$ cat src/rtl/dec138_rr_arbiter_pkg.sv
// Shared constants and state encoding for the decoded-select round-robin arbiter.
package dec138_arb_pkg;

    localparam int unsigned N_REQ = 8;
    localparam int unsigned IDX_W = 3;
    localparam int unsigned CNT_W = 8;

    typedef enum logic [1:0] {
        IDLE  = 2'd0,
        GRANT = 2'd1,
        GAP   = 2'd2
    } arb_state_t;

endpackage

$ cat src/rtl/dec138_rr_arbiter_if.sv
// Request/select bundle between the requesters and the arbiter driving the 138 decoder.
interface dec138_rr_arbiter_if;
    import dec138_arb_pkg::*;

    logic [N_REQ-1:0] req;
    logic [IDX_W-1:0] sel;
    logic             sel_on;
    logic [N_REQ-1:0] grant;
    logic             busy;

    modport master (output req, input sel, input sel_on, input grant, input busy);
    modport slave  (input req, output sel, output sel_on, output grant, output busy);

endinterface

$ cat src/rtl/dec138_rr_arbiter_rr_pick.sv
// Rotating priority encoder: first requester above the last owner, wrapping.
// With ARB_PRIO0_EN defined, requester 0 overrides the rotation whenever it requests.
module rr_pick
    import dec138_arb_pkg::*;
(
    input  logic [N_REQ-1:0] req,
    input  logic [IDX_W-1:0] last,
    output logic [IDX_W-1:0] idx,
    output logic             any
);

    logic [IDX_W-1:0] cand;

    always_comb begin
        idx  = '0;
        cand = '0;
        any  = |req;
        // Walk from farthest to nearest so the nearest hit after last wins.
        for (int i = int'(N_REQ); i >= 1; i--) begin
            cand = last + IDX_W'(i);
            if (req[cand]) begin
                idx = cand;
            end
        end
`ifdef ARB_PRIO0_EN
        if (req[0]) begin
            idx = '0;
        end
`endif
    end

endmodule

$ cat src/rtl/dec138_rr_arbiter.sv
// Break-before-make round-robin arbiter feeding a 3-to-8 decoder (a/ON) with a hold limit.
// Optional ARB_PRIO0_EN: requester 0 has absolute priority and is never force-released.
module dec138_rr_arbiter
    import dec138_arb_pkg::*;
#(
    parameter int unsigned HOLD_MAX = 16
) (
    input logic                clk,
    input logic                rst_n,
    dec138_rr_arbiter_if.slave bus
);

    localparam logic [1:0] StIdle  = IDLE;
    localparam logic [1:0] StGrant = GRANT;
    localparam logic [1:0] StGap   = GAP;

    logic [1:0]       state_q, state_d;
    logic [IDX_W-1:0] sel_q, sel_d;
    logic             sel_on_q, sel_on_d;
    logic [N_REQ-1:0] grant_q, grant_d;
    logic             busy_q, busy_d;
    logic [IDX_W-1:0] last_q, last_d;
    logic [CNT_W-1:0] cnt_q, cnt_d;

    logic [IDX_W-1:0] pick_idx;
    logic             pick_any;
    logic [CNT_W:0]   cnt_next;
    logic             others;
    logic             hold_hit;
    logic             exempt;

    rr_pick u_pick (
        .req  (bus.req),
        .last (last_q),
        .idx  (pick_idx),
        .any  (pick_any)
    );

    always_comb begin
        cnt_next = {1'b0, cnt_q} + 1'b1;
        others   = |(bus.req & ~(N_REQ'(1) << sel_q));
        hold_hit = (HOLD_MAX != 0) && (cnt_next >= (CNT_W + 1)'(HOLD_MAX));
`ifdef ARB_PRIO0_EN
        exempt   = (sel_q == '0);
`else
        exempt   = 1'b0;
`endif

        state_d  = state_q;
        sel_d    = sel_q;
        sel_on_d = sel_on_q;
        grant_d  = grant_q;
        busy_d   = busy_q;
        last_d   = last_q;
        cnt_d    = cnt_q;

        case (state_q)
            StIdle, StGap: begin
                if (pick_any) begin
                    state_d  = StGrant;
                    sel_d    = pick_idx;
                    sel_on_d = 1'b1;
                    grant_d  = N_REQ'(1) << pick_idx;
                    busy_d   = 1'b1;
                    last_d   = pick_idx;
                    cnt_d    = '0;
                end else begin
                    state_d  = StIdle;
                    sel_on_d = 1'b0;
                    grant_d  = '0;
                    busy_d   = 1'b0;
                end
            end
            StGrant: begin
                cnt_d = (cnt_q == '1) ? cnt_q : cnt_next[CNT_W-1:0];
                // sel is held through the gap so the decoder address never moves while ON=1.
                if (!bus.req[sel_q] || (hold_hit && others && !exempt)) begin
                    state_d  = StGap;
                    sel_on_d = 1'b0;
                    grant_d  = '0;
                    busy_d   = 1'b1;
                end
            end
            default: begin
                state_d  = StIdle;
                sel_on_d = 1'b0;
                grant_d  = '0;
                busy_d   = 1'b0;
            end
        endcase
    end

    always_ff @(posedge clk) begin
        if (!rst_n) begin
            state_q  <= StIdle;
            sel_q    <= '0;
            sel_on_q <= 1'b0;
            grant_q  <= '0;
            busy_q   <= 1'b0;
            last_q   <= IDX_W'(N_REQ - 1);
            cnt_q    <= '0;
        end else begin
            state_q  <= state_d;
            sel_q    <= sel_d;
            sel_on_q <= sel_on_d;
            grant_q  <= grant_d;
            busy_q   <= busy_d;
            last_q   <= last_d;
            cnt_q    <= cnt_d;
        end
    end

    assign bus.sel    = sel_q;
    assign bus.sel_on = sel_on_q;
    assign bus.grant  = grant_q;
    assign bus.busy   = busy_q;

endmodule

$ cat src/flat_wrapper.sv
// flat-port wrapper written by rule: the top's interface ports become plain ports
module dec138_rr_arbiter_flat import dec138_arb_pkg::*;
#(
    parameter int unsigned HOLD_MAX = 16
)
  (clk, rst_n, bus_req, bus_sel, bus_sel_on, bus_grant, bus_busy);
  dec138_rr_arbiter_if bus_i ();
  input logic clk;
  input logic rst_n;
  input wire logic [$bits(bus_i.req)-1:0] bus_req;
  output wire logic [$bits(bus_i.sel)-1:0] bus_sel;
  output wire logic [$bits(bus_i.sel_on)-1:0] bus_sel_on;
  output wire logic [$bits(bus_i.grant)-1:0] bus_grant;
  output wire logic [$bits(bus_i.busy)-1:0] bus_busy;
  assign bus_i.req = bus_req;
  assign bus_sel = bus_i.sel;
  assign bus_sel_on = bus_i.sel_on;
  assign bus_grant = bus_i.grant;
  assign bus_busy = bus_i.busy;
  dec138_rr_arbiter #(.HOLD_MAX(HOLD_MAX)) u_core (.clk(clk), .rst_n(rst_n), .bus(bus_i));
endmodule
$ cat config.mk
export PLATFORM = sky130hd
export DESIGN_NAME = dec138_rr_arbiter_flat
export DESIGN_NICKNAME = d
export VERILOG_FILES = /design/src/rtl/dec138_rr_arbiter_pkg.sv /design/src/rtl/dec138_rr_arbiter_if.sv /design/src/rtl/dec138_rr_arbiter_rr_pick.sv /design/src/rtl/dec138_rr_arbiter.sv /design/src/flat_wrapper.sv
export SDC_FILE = /design/constraint.sdc
export NUM_CORES = 1
export LEC_CHECK = 0
export BUFFER_PORTS_ARGS = -buffer_cell sky130_fd_sc_hd__buf_2
export CAP_MARGIN = 15
export CORE_MARGIN = 3
export CORE_UTILIZATION = 53
export CTS_CLUSTER_SIZE = 14
export DETAILED_ROUTE_END_ITERATION = 8
export PLACE_DENSITY = 0.83
export SLEW_MARGIN = 10
export SYNTH_ARGS = -nofsm -noshare
export SYNTH_HDL_FRONTEND = slang
export SYNTH_HIERARCHICAL = 1
export SYNTH_SLANG_ARGS = --single-unit
export TNS_END_PERCENT = 50
$ cat constraint.sdc
create_clock -name clk -period 3.7 [get_ports clk]
set_clock_uncertainty 0.1 [all_clocks]
set_input_delay 0.37 -clock clk [delete_from_list [all_inputs] [get_ports clk]]
set_output_delay 0.37 -clock clk [all_outputs]
set_load 0.01 [all_outputs]
==> results of run 1 <==
==> worst min-delay path, stage by stage, from the launching register on <==
cell and delay [ns]:
sky130_fd_sc_hd__dfxtp_1 0.32, sky130_fd_sc_hd__nand2_1 0.05, sky130_fd_sc_hd__o21ai_1 0.05
==> through the flow <==
stage	power (mW)	worst slack [ns]	instance area, sq um	std cells
floorplan	1.461	0.1574	2148	254
global placement	1.693	0.5366	2247	309
detailed placement	1.717	0.4178	2247	309
CTS	1.901	0.3900	2302	313
global route	2.090	0.1234	2302	313
finish	1.919	0.3785	2302	313
==> layout make-up <==
type	count	area, sq um
Sequential cell	26	520.5
Timing Repair Buffer	25	132.6
Multi-Input combinational cell	204	1511
Clock buffer	4	55.05
Tap cell	48	60.06
Fill cell	324	1469
Inverter	6	22.52
==> report_power, final <==
group          switching [mW]  internal, mW  leakage (nW)
Combinational           0.761         0.557         0.672
Sequential             0.0725         0.348         0.213
Clock                  0.0858        0.0951        0.0288
Total                   0.919          1.00         0.914
==> kinds of logic after synthesis <==
logic type / count (synthesis) / share of synthesized area
multiplexers: 26 / 0.1963
XOR/XNOR: 7 / 0.02854
AO/OA/AOI/OAI: 65 / 0.2289
buffers and inverters: 24 / 0.05416
flip-flops: 26 / 0.2423
adder cells (fa/ha/maj): 3 / 0.01747
AND/OR/NAND/NOR: 103 / 0.2324
==> cell usage in the layout, fill, tap and decap left out, types with 4 or more instances in the layout <==
master                     Yosys  layout
sky130_fd_sc_hd__nand3_1      13      13
sky130_fd_sc_hd__clkbuf_8      0       4
sky130_fd_sc_hd__a21boi_0      6       6
sky130_fd_sc_hd__nor2_1       24      24
sky130_fd_sc_hd__a221oi_1      6       6
sky130_fd_sc_hd__xor2_1        5       5
sky130_fd_sc_hd__mux4_2        6       6
sky130_fd_sc_hd__mux2i_1       8       8
sky130_fd_sc_hd__dfxtp_1      26      26
sky130_fd_sc_hd__nand2_1      36      36
sky130_fd_sc_hd__mux4_1        4       4
sky130_fd_sc_hd__inv_1         6       6
sky130_fd_sc_hd__o21ai_1      10      10
sky130_fd_sc_hd__a221o_1       4       4
sky130_fd_sc_hd__nand2b_1      6       6
sky130_fd_sc_hd__nor2b_1       5       5
sky130_fd_sc_hd__o21ai_0       5       5
sky130_fd_sc_hd__mux2_2        5       5
sky130_fd_sc_hd__buf_2         3      22
sky130_fd_sc_hd__and3_1        4       4
sky130_fd_sc_hd__a21oi_1       6       6
==> flip-flops by register name (all words and copies together), names as in the netlist <==
register,count
u_core/bus.grant,8
u_core/bus.sel,3
u_core/last_q,3
u_core/cnt_q,8
u_core/bus.busy,1
u_core/state_q,2
u_core/bus.sel_on,1
==> worst paths after layout <==
kind,from,end,slack (ns)
worst min register to register,u_core/bus.grant[2]$_SDFFE_PN0P_,u_core/bus.grant[2]$_SDFFE_PN0P_,0.35
worst max register to register,u_core/last_q[1]$_SDFFE_PN1P_,u_core/bus.grant[3]$_SDFFE_PN0P_,0.38
worst max-delay path,u_core/last_q[1]$_SDFFE_PN1P_,u_core/bus.grant[3]$_SDFFE_PN0P_,0.38
worst min-delay path,u_core/bus.grant[2]$_SDFFE_PN0P_,u_core/bus.grant[2]$_SDFFE_PN0P_,0.35
==> per-layer routing <==
metal  part of all wire  vias up  global-route usage
met3              0.065        8             0.05652
met5                  0        -                   0
met2               0.46       75              0.3210
met4              0.010        0             0.03830
li1                   -      985                   -
met1               0.47      925              0.2968
==> out/qor_table.md, run 1 <==
| Result | Reported | Unit |
|---|---|---|
| Result of the run | completed | - |
| Relative slew margins | 0.5070 | - |
| Number of cells on the critical path | 11 | - |
| Count of different cell masters after synthesis | 55 | - |
| Most repeated cell in the gate-level netlist after synthesis | sky130_fd_sc_hd__nand2_1 | - |
| CTS Buffer Depth | 2 | - |
| Count of endpoints failing setup in the final report | 0 | - |
| Total number of vias | 1,993 | - |
| Dominant cell type by area after synthesis | sky130_fd_sc_hd__dfxtp_1 | - |
| Power density over cell area | 833.7 | nW/um^2 |
| Via-to-Cell Ratio | 6.367 | - |
| GRT Total Usage | 0.2087 | - |
| Placer Congestion | 0.9495 | - |
| Unrepaired setup endpoints after global routing | no | - |
| Commonest cells in the synthesized netlist | 36 x sky130_fd_sc_hd__nand2_1, 26 x sky130_fd_sc_hd__dfxtp_1, 24 x sky130_fd_sc_hd__nor2_1, 13 x sky130_fd_sc_hd__nand3_1, 12 x sky130_fd_sc_hd__clkbuf_1 | - |
| Wire length of the first global-routing pass | 8.631 | mm |
| Number of iterations in the first detailed-routing pass | 4 | - |
| Most used flip-flop cell after synthesis | sky130_fd_sc_hd__dfxtp_1 | - |
| Crit path largest cell delay | 0.61 | ns |
| Number of resized instances in the post-cts repair step | 0 | - |
| H-Tree Level Count | 1 | - |
| Buf/Inv on CP | 1 | - |
| Die H | 69.67 | microns |
| Worst min path class | reg2reg | - |
| # Post-CTS Setup Buffers | 0 | - |
| Largest cells by area after synthesis | sky130_fd_sc_hd__dfxtp_1 24%, sky130_fd_sc_hd__nand2_1 6.3%, sky130_fd_sc_hd__mux4_2 6.3% | - |
| Synthesis-to-layout area growth | 7.164 | % |
| Final Net Count | 279 | - |
| Io pins | 23 | - |
| Startpoint-to-endpoint class of the critical path | reg2reg | - |
| Die Outline Area | 4853 | sq um |
| Synth Net Count | 267 | - |
| Required time worst endpoint | 3.81 | ns |
| Mapped Cells | 254 | - |
| Layout cells sized above 1 | 0.1849 | - |
| Max stage delay cell, worst path | sky130_fd_sc_hd__mux4_2 | - |
| Clock tree from TritonCTS | done | - |
| Pins Over Slew Limit | 0 | - |
| Floorplan die width | 69.67 | microns |
| Least-Margin Pin Slew | 0.7381 | ns |
| Area fraction of the dominant cell type after synthesis | 0.2423 | - |
| Total CTS buffers | 3 | - |
| Cells on worst reg2reg path | 11 | - |
| Final clock period utilization by the worst path | 0.8977 | - |
| Post-layout minimum cycle time | 3.321 | ns |
| Worst Hold Margin | 0.3536 | ns |
| Pin count of the biggest net entering global routing | 31 | - |
| Post-Synthesis Cell Area | 2148 | sq um |
| Share of the yosys chip area belonging to registers | 0.2423 | - |
| Total detailed-routing wirelength | 4.974 | mm |
| Antenna violations before repair | 0 | - |
| Worst Setup End Kind | flop | - |
| Max rail drop VDD | 388.2 | uV |
| Syn. warnings | 6 | - |
| Routed wirelength normalized by instance count | 15.89 | microns |
| Number of buffers inserted for hold repair after clock tree synthesis | 0 | - |
| Number of enable-type register cells in the synthesized netlist | 0 | - |
| Hold-critical path depth | 2 | - |
| Core area | 3771 | sq um |
| Worst Path Max Fanout | 8 | - |
| Proportion of synthesized flip-flops having asynchronous set or reset | 0 | - |
| Final Hold Viols | 0 | - |
| Effective utilization at floorplan | 0.5697 | - |
| Total negative slack for setup checks | 0 | ns |
| Antenna viol nets, final | 0 | - |
| Clock Pin Slew Worst Setup and Hold Paths | 0.09 | ns |
| Arrival time at the worst endpoint | 3.43 | ns |
| Post-Route Utilization | 0.6105 | - |
| Final HPWL DP | 3.429 | mm |
| Quantity of I/O buffers inserted on ports | 22 | - |
| Clk Latency, worst-skew pair | 0.27 | ns |
| # DRC | 0 | - |
| Crit-path leading delay family | multiplexers | - |
| First DRT Iteration DRCs | 230 | - |
| Placement Rows | 22 | - |
| CTS sink cnt | 26 | - |
| Global route overflow | 0 | - |
| Number of global-route vias before repair | 1,818 | - |
| Max Cap Viol | 0 | - |
| Synth Register Bits | 26 | - |
| Sequence of cells on the critical path | inv_1 > ha_1 > mux4_2 > mux2_2 > nand2b_1 > o21ai_0 > nor2_1 > a21oi_1 > nand3_1 > or3_1 > o21ai_1 | - |
| Crit start category | flop | - |
| Root Buffer | sky130_fd_sc_hd__clkbuf_8 | - |
| Antenna cells | 0 | - |
| Synth Area per Inst | 8.458 | sq um |
| P_leak | 0.9139 | nW |
| Max frequency | 301.1 | MHz |
Power figures use the tool's default switching activity.
==> run 2: changes to the inputs <==
Settings changed: BUFFER_PORTS_ARGS -buffer_cell sky130_fd_sc_hd__buf_2 to -buffer_cell sky130_fd_sc_hd__buf_4.
==> run 2 against run 1 <==
Compared with the run above:
- highest routed layer unchanged
- critical path type unchanged
- sequential power about the same
- critical endpoint unchanged
- first-iteration DRC count down 2.2%
- global-route usage down 1.7 points
- largest cell class unchanged
- largest power group unchanged
==> out/qor_table.md, run 2 (synthesized netlist as in run 1, its figures left out) <==
| Result | Reported | Unit | Delta |
|---|---|---|---|
| Result of the run | completed | - | unchanged |
| Total negative slack for setup checks | 0 | ns | unchanged |
| Fraction of power spent switching nets | 0.4586 | - | was 0.4788 |
| Total number of vias | 1,994 | - | was 1,993 |
| Routed wirelength normalized by instance count | 15.33 | microns | was 15.89 microns |
| Register-to-register setup slack | 0.34 | ns | was 0.38 ns |
| Pins Over Slew Limit | 0 | - | unchanged |
| Final Hold Viols | 0 | - | unchanged |
| Final Net Count | 279 | - | unchanged |
| Die Outline Area | 4853 | sq um | unchanged |
| Placer Congestion | 0.8516 | - | was 0.9495 |
| Number of resized instances in the post-cts repair step | 0 | - | unchanged |
| Max Cap Viol | 0 | - | unchanged |
| Global route overflow | 0 | - | unchanged |
| Buf/Inv on CP | 1 | - | unchanged |
| Root Buffer | sky130_fd_sc_hd__clkbuf_8 | - | unchanged |
| Pre-CTS setup slack | 0.3989 | ns | was 0.4178 ns |
| CTS sink cnt | 26 | - | unchanged |
| Worst Setup SP | u_core/last_q[1]$_SDFFE_PN1P_ | - | unchanged |
| First DRT Iteration DRCs | 225 | - | was 230 |
| Io pins | 23 | - | unchanged |
| Sequence of cells on the critical path | inv_1 > ha_1 > mux4_2 > mux2_2 > nand2b_1 > o21ai_0 > nor2_1 > a21oi_1 > nand3_1 > or3_1 > o21ai_1 | - | unchanged |
| Clock tree from TritonCTS | done | - | unchanged |
| Combinational cell fraction of total power | 0.672 | - | was 0.687 |
| CTS Buffer Depth | 2 | - | unchanged |
| Max rail drop VDD | 361.9 | uV | was 388.2 uV |
| Worst Setup End Kind | flop | - | unchanged |
| RR Startpoint | u_core/last_q[1]$_SDFFE_PN1P_ | - | unchanged |
| Number of global-route vias before repair | 1,769 | - | was 1,818 |
| Unrepaired setup endpoints after global routing | no | - | unchanged |
| Detailed-routed wire length on met3 | 269 | microns | was 322 microns |
| Via-to-Cell Ratio | 6.371 | - | was 6.367 |
| Crit start category | flop | - | unchanged |
| Clock Pin Slew Worst Setup and Hold Paths | 0.08 | ns | was 0.09 ns |
| Quantity of I/O buffers inserted on ports | 22 | - | unchanged |
| Arrival time at the worst endpoint | 3.46 | ns | was 3.43 ns |
| Clk Latency, worst-skew pair | 0.27 | ns | about the same |
| Placed cells | 309 | - | unchanged |
| Final HPWL DP | 3.310 | mm | was 3.429 mm |
| Highest routed metal layer | met4 | - | unchanged |
| Antenna violations before repair | 0 | - | unchanged |
| H-Tree Level Count | 1 | - | unchanged |
| Pin count of the biggest net entering global routing | 31 | - | unchanged |
| Antenna cells | 0 | - | unchanged |
| Total CTS buffers | 3 | - | unchanged |
| HP Start | rst_n | - | was u_core/bus.grant[2]$_SDFFE_PN0P_ |
| Post-Route Utilization | 0.6294 | - | was 0.6105 |
| Effective utilization at floorplan | 0.5697 | - | unchanged |
| Count of endpoints failing setup in the final report | 0 | - | unchanged |
| Length of routed met2 wiring | 2.216 | mm | was 2.268 mm |
| Power dissipated by switching net loads | 0.9114 | mW | was 0.9190 mW |
| Timing endpoint of the critical path | u_core/bus.grant[3]$_SDFFE_PN0P_ | - | unchanged |
| Part of the power in registers | 0.213 | - | was 0.219 |
| Synthesis-to-layout area growth | 10.48 | % | was 7.164% |
| Required time worst endpoint | 3.80 | ns | was 3.81 ns |
| Startpoint-to-endpoint class of the critical path | reg2reg | - | unchanged |
| Layout Cells excl Fill | 313 | - | unchanged |
| Number of buffers inserted for hold repair after clock tree synthesis | 0 | - | unchanged |
| Wire length of the first global-routing pass | 8.031 | mm | was 8.631 mm |
| Worst Path Max Fanout | 9 | - | was 8 |
| Max stage delay cell, worst path | sky130_fd_sc_hd__mux4_2 | - | unchanged |
| Floorplan die width | 69.67 | microns | unchanged |
| Post-layout minimum cycle time | 3.357 | ns | was 3.321 ns |
| Die H | 69.67 | microns | unchanged |
| Number of iterations in the first detailed-routing pass | 4 | - | unchanged |
| Number of cells on the critical path | 11 | - | unchanged |
| Power density over cell area | 837.3 | nW/um^2 | was 833.7 nW/um^2 |
| # Post-CTS Setup Buffers | 0 | - | unchanged |
| Core area | 3771 | sq um | unchanged |
| Endpoint of the most critical register-to-register path | u_core/bus.grant[3]$_SDFFE_PN0P_ | - | unchanged |
| Worst Hold Margin | 0.3237 | ns | was 0.3536 ns |
| P_leak | 0.9298 | nW | was 0.9139 nW |
| Max frequency | 297.9 | MHz | was 301.1 MHz |
| GRT Total Usage | 0.1913 | - | was 0.2087 |
| Antenna viol nets, final | 0 | - | unchanged |
| Final clock period utilization by the worst path | 0.9073 | - | was 0.8977 |
| Worst min path class | in2reg | - | was reg2reg |
| Final setup slack of the worst path | 0.3429 | ns | was 0.3785 ns |
| Crit path largest cell delay | 0.62 | ns | was 0.61 ns |
| Crit-path leading delay family | multiplexers | - | unchanged |
| Placement Rows | 22 | - | unchanged |
| Total detailed-routing wirelength | 4.798 | mm | was 4.974 mm |
| Relative slew margins | 0.5648 | - | was 0.5070 |
| # DRC | 0 | - | unchanged |
| Internal cell power | 1.076 | mW | was 1.000 mW |
| Cells on worst reg2reg path | 11 | - | unchanged |
| Share of total power in the clock network | 0.116 | - | was 0.094 |
| Least-Margin Pin Slew | 0.6515 | ns | was 0.7381 ns |
| Most common cell after layout, fill and taps aside | sky130_fd_sc_hd__nand2_1 | - | unchanged |
| Most frequent cells in the layout | 36 x sky130_fd_sc_hd__nand2_1, 26 x sky130_fd_sc_hd__dfxtp_1, 25 x sky130_fd_sc_hd__buf_4, 24 x sky130_fd_sc_hd__nor2_1, 13 x sky130_fd_sc_hd__nand3_1 | - | was 36 x sky130_fd_sc_hd__nand2_1, 26 x sky130_fd_sc_hd__dfxtp_1, 24 x sky130_fd_sc_hd__nor2_1, 22 x sky130_fd_sc_hd__buf_2, 13 x sky130_fd_sc_hd__nand3_1 |
| Layout cells sized above 1 | 0.1849 | - | unchanged |
| Metal-1 WL | 2.296 | mm | was 2.333 mm |
run 2: layout make-up:
class	instances	area [sq um]
multi-input cells	204	1511
clock buffers	3	41.29
well taps	48	60.06
inverters	6	22.52
repair buffers	25	187.7
clock inverters	1	30.03
flip-flops and latches	26	520.5
fillers	306	1398
run 2: worst min-delay path by stage:
stage / to / depth (start not counted)
floorplan: u_core/last_q[1]$_SDFFE_PN1P_ / 2
global placement: u_core/bus.grant[1]$_SDFFE_PN0P_ / 2
detailed placement: u_core/bus.grant[1]$_SDFFE_PN0P_ / 2
CTS: u_core/last_q[2]$_SDFFE_PN1P_ / 2
global route: u_core/last_q[2]$_SDFFE_PN1P_ / 2
finish: u_core/last_q[2]$_SDFFE_PN1P_ / 2
run 2: power by group through the flow:
| stage | Sequential (mW) | Clock, mW | Combinational [mW] |
|---|---|---|---|
| finish | 0.423 | 0.230 | 1.33 |
| global route | 0.436 | 0.245 | 1.46 |
| CTS | 0.423 | 0.234 | 1.31 |
| detailed placement | 0.429 | 0 | 1.31 |
| global placement | 0.426 | 0 | 1.29 |
| floorplan | 0.416 | 0 | 1.04 |
run 2: layer usage:
layer  global-route usage  vias to the layer above
met5                    0                        -
met3              0.03188                        2
met4              0.02128                        0
li1                     -                      979
met2               0.3167                       69
met1               0.2709                      944
run 2: metrics by stage:
step                instance area [sq um]  power [mW]
global placement                     2302       1.717
CTS                                  2374       1.971
finish                               2374       1.987
global route                         2374       2.140
floorplan                            2148       1.461
detailed placement                   2302       1.736
==> run 3: changes to the inputs <==
Clock period 3.7 ns to 2.8 ns, I/O delays scaled along.
==> run 3 against run 2 <==
Compared with the run above:
- the run now ends with negative setup slack left
- critical path depth decreased by 2
- global-route usage up 1.0 points
- clock power is 34% higher
- highest routed layer unchanged
- maximum frequency up 18%
- clock-buffer cell count is the same
- non-clock buffer count rose by 10
- combinational power rose by 64%
- worst hold slack lost 0.090 ns
- critical endpoint unchanged
==> out/qor_table.md, run 3 (synthesized netlist as in run 1, its figures left out) <==
| Result | Reported | Unit | Delta |
|---|---|---|---|
| Result of the run | finished with violations | - | was completed |
| Violated checks | negative setup slack | - |  |
| Io pins | 23 | - | unchanged |
| Final Hold Viols | 0 | - | unchanged |
| Total CTS buffers | 3 | - | unchanged |
| CTS sink cnt | 26 | - | unchanged |
| Worst Setup SP | u_core/last_q[0]$_SDFFE_PN1P_ | - | was u_core/last_q[1]$_SDFFE_PN1P_ |
| Hold-critical path depth | 2 | - | unchanged |
| Highest routed metal layer | met4 | - | unchanged |
| Clk Latency, worst-skew pair | 0.27 | ns | about the same |
| Design Area, Final | 2525 | sq um | was 2374 sq um |
| Post-layout minimum cycle time | 2.854 | ns | was 3.357 ns |
| Unrepaired setup endpoints after global routing | yes | - | was no |
| Antenna cells | 0 | - | unchanged |
| Clock tree from TritonCTS | done | - | unchanged |
| Quantity of I/O buffers inserted on ports | 22 | - | unchanged |
| Required time worst endpoint | 2.91 | ns | was 3.80 ns |
| Layout cells sized above 1 | 0.2691 | - | was 0.1849 |
| Final clock period utilization by the worst path | 1.019 | - | was 0.9073 |
| Floorplan die width | 69.67 | microns | unchanged |
| Max rail drop VDD | 615.7 | uV | was 361.9 uV |
| Pins Over Slew Limit | 0 | - | unchanged |
| Instance area at placement | 2391 | sq um | was 2302 sq um |
| Clock Pin Slew Worst Setup and Hold Paths | 0.09 | ns | was 0.08 ns |
| Synthesis-to-layout area growth | 17.53 | % | was 10.48% |
| RR Startpoint | u_core/last_q[0]$_SDFFE_PN1P_ | - | was u_core/last_q[1]$_SDFFE_PN1P_ |
| Pin count of the biggest net entering global routing | 31 | - | unchanged |
| Antenna viol nets, final | 0 | - | unchanged |
| HP Start | rst_n | - | unchanged |
| # DRC | 0 | - | unchanged |
| Total detailed-routing wirelength | 5.054 | mm | was 4.798 mm |
| Worst Path Max Fanout | 16 | - | was 9 |
| Most common cell after layout, fill and taps aside | sky130_fd_sc_hd__nand2_1 | - | unchanged |
| Antenna violations before repair | 0 | - | unchanged |
| Total number of vias | 2,032 | - | was 1,994 |
| Global route overflow | 0 | - | unchanged |
| Number of iterations in the first detailed-routing pass | 4 | - | unchanged |
| Register-to-register setup slack | -0.05 | ns | was 0.34 ns |
| GRT Total Usage | 0.2018 | - | was 0.1913 |
| Most frequent cells in the layout | 35 x sky130_fd_sc_hd__nand2_1, 34 x sky130_fd_sc_hd__buf_4, 24 x sky130_fd_sc_hd__dfxtp_1, 22 x sky130_fd_sc_hd__nor2_1, 13 x sky130_fd_sc_hd__nand3_1 | - | was 36 x sky130_fd_sc_hd__nand2_1, 26 x sky130_fd_sc_hd__dfxtp_1, 25 x sky130_fd_sc_hd__buf_4, 24 x sky130_fd_sc_hd__nor2_1, 13 x sky130_fd_sc_hd__nand3_1 |
| Placer Congestion | 0.9121 | - | was 0.8516 |
| Max Cap Viol | 0 | - | unchanged |
| CTS Buffer Depth | 2 | - | unchanged |
| Via-to-Cell Ratio | 6.291 | - | was 6.371 |
| Metal-1 WL | 2.267 | mm | was 2.296 mm |
| Routed wirelength normalized by instance count | 15.65 | microns | was 15.33 microns |
| Arrival time at the worst endpoint | 2.97 | ns | was 3.46 ns |
| Worst Setup End Kind | flop | - | unchanged |
| Worst min path class | in2reg | - | unchanged |
| Number of buffers inserted for hold repair after clock tree synthesis | 0 | - | unchanged |
| P_leak | 0.9894 | nW | was 0.9298 nW |
| Least-Margin Pin Slew | 0.6937 | ns | was 0.6515 ns |
| Effective utilization at floorplan | 0.5697 | - | unchanged |
| Crit start category | flop | - | unchanged |
| Wire length of the first global-routing pass | 8.328 | mm | was 8.031 mm |
| Relative slew margins | 0.5366 | - | was 0.5648 |
| Startpoint-to-endpoint class of the critical path | reg2reg | - | unchanged |
| First DRT Iteration DRCs | 152 | - | was 225 |
| Placement Rows | 22 | - | unchanged |
| Pre-CTS setup slack | -0.04297 | ns | was 0.3989 ns |
| H-Tree Level Count | 1 | - | unchanged |
| Length of routed met2 wiring | 2.444 | mm | was 2.216 mm |
| Die Outline Area | 4853 | sq um | unchanged |
| Root Buffer | sky130_fd_sc_hd__clkbuf_8 | - | unchanged |
| Final setup slack of the worst path | -0.05411 | ns | was 0.3429 ns |
| Count of endpoints failing setup in the final report | 1 | - | was 0 |
| Die H | 69.67 | microns | unchanged |
| Max frequency | 350.4 | MHz | was 297.9 MHz |
| Detailed-routed wire length on met3 | 296 | microns | was 269 microns |
| Power density over cell area | 1209 | nW/um^2 | was 837.3 nW/um^2 |
| Cells on worst reg2reg path | 9 | - | was 11 |
| Final HPWL DP | 3.558 | mm | was 3.310 mm |
| Core area | 3771 | sq um | unchanged |
| Number of global-route vias before repair | 1,774 | - | was 1,769 |
| Final Net Count | 289 | - | was 279 |
run 3: changes by cell type in the layout (fill, tap and decap cells not counted), moves of 2 or more:
cell and change:
sky130_fd_sc_hd__inv_1 -2, sky130_fd_sc_hd__dfxtp_1 -2, sky130_fd_sc_hd__buf_4 +9, sky130_fd_sc_hd__nor2_1 -2
sky130_fd_sc_hd__dfxtp_2 +2, sky130_fd_sc_hd__nor2_2 +2
run 3: path summary, 6_finish.rpt:
path,endpoint
max,u_core/bus.grant[3]$_SDFFE_PN0P_
min,u_core/last_q[1]$_SDFFE_PN1P_
max reg2reg,u_core/bus.grant[3]$_SDFFE_PN0P_
min reg2reg,u_core/bus.grant[1]$_SDFFE_PN0P_
run 3: layout make-up:
| class | count | area, sq um |
|---|---|---|
| clock buffer | 3 | 41.29 |
| clock inverter | 1 | 30.03 |
| fill | 306 | 1246 |
| inverter | 6 | 25.02 |
| multi-input combinational | 204 | 1579 |
| sequential | 26 | 523.0 |
| tap | 48 | 60.06 |
| timing repair buffer | 35 | 266.5 |
run 3: what timing repair did:
item	4_1_cts	5_1_grt
buffers inserted	1	2
pin swaps	0	4
gates resized for setup	2	10
endpoints found under the setup margin	5	12
cloned	0	0
run 3: routing by layer:
| metal | global-route usage | vias to the layer above |
|---|---|---|
| met4 | 0.03191 | 0 |
| met2 | 0.3379 | 68 |
| met3 | 0.03478 | 8 |
| met5 | 0 | - |
| li1 | - | 997 |
| met1 | 0.2775 | 959 |
run 3: per-stage QoR:
step	cells	utilization	setup TNS, ns	hold slack, ns	power (mW)
after CTS	321	0.6549	-0.06070	0.2306	2.853
after global routing	323	0.6695	-1.222	0.2400	3.267
after global placement	316	0.6340	0	0.3423	2.474
final	323	0.6695	-0.05411	0.2341	3.052
after detailed placement	316	0.6340	-0.07285	0.3469	2.510
after floorplan	254	-	-0.2309	0.3618	2.075
run 3: report_power, final:
group / switching (mW) / internal, mW
combinational: 1.15 / 1.03
clock: 0.117 / 0.191
sequential: 0.101 / 0.463
run 3: worst max-delay path, stage by stage (launching register included):
cell                       delay (ns)
sky130_fd_sc_hd__dfxtp_2         0.36
sky130_fd_sc_hd__buf_6           0.18
sky130_fd_sc_hd__mux4_1          0.66
sky130_fd_sc_hd__mux2_4          0.34
sky130_fd_sc_hd__nand2b_1        0.15
sky130_fd_sc_hd__a221o_1         0.33
sky130_fd_sc_hd__a21oi_4         0.19
sky130_fd_sc_hd__nand3_1         0.11
sky130_fd_sc_hd__or3_1           0.32
sky130_fd_sc_hd__o21ai_1         0.07
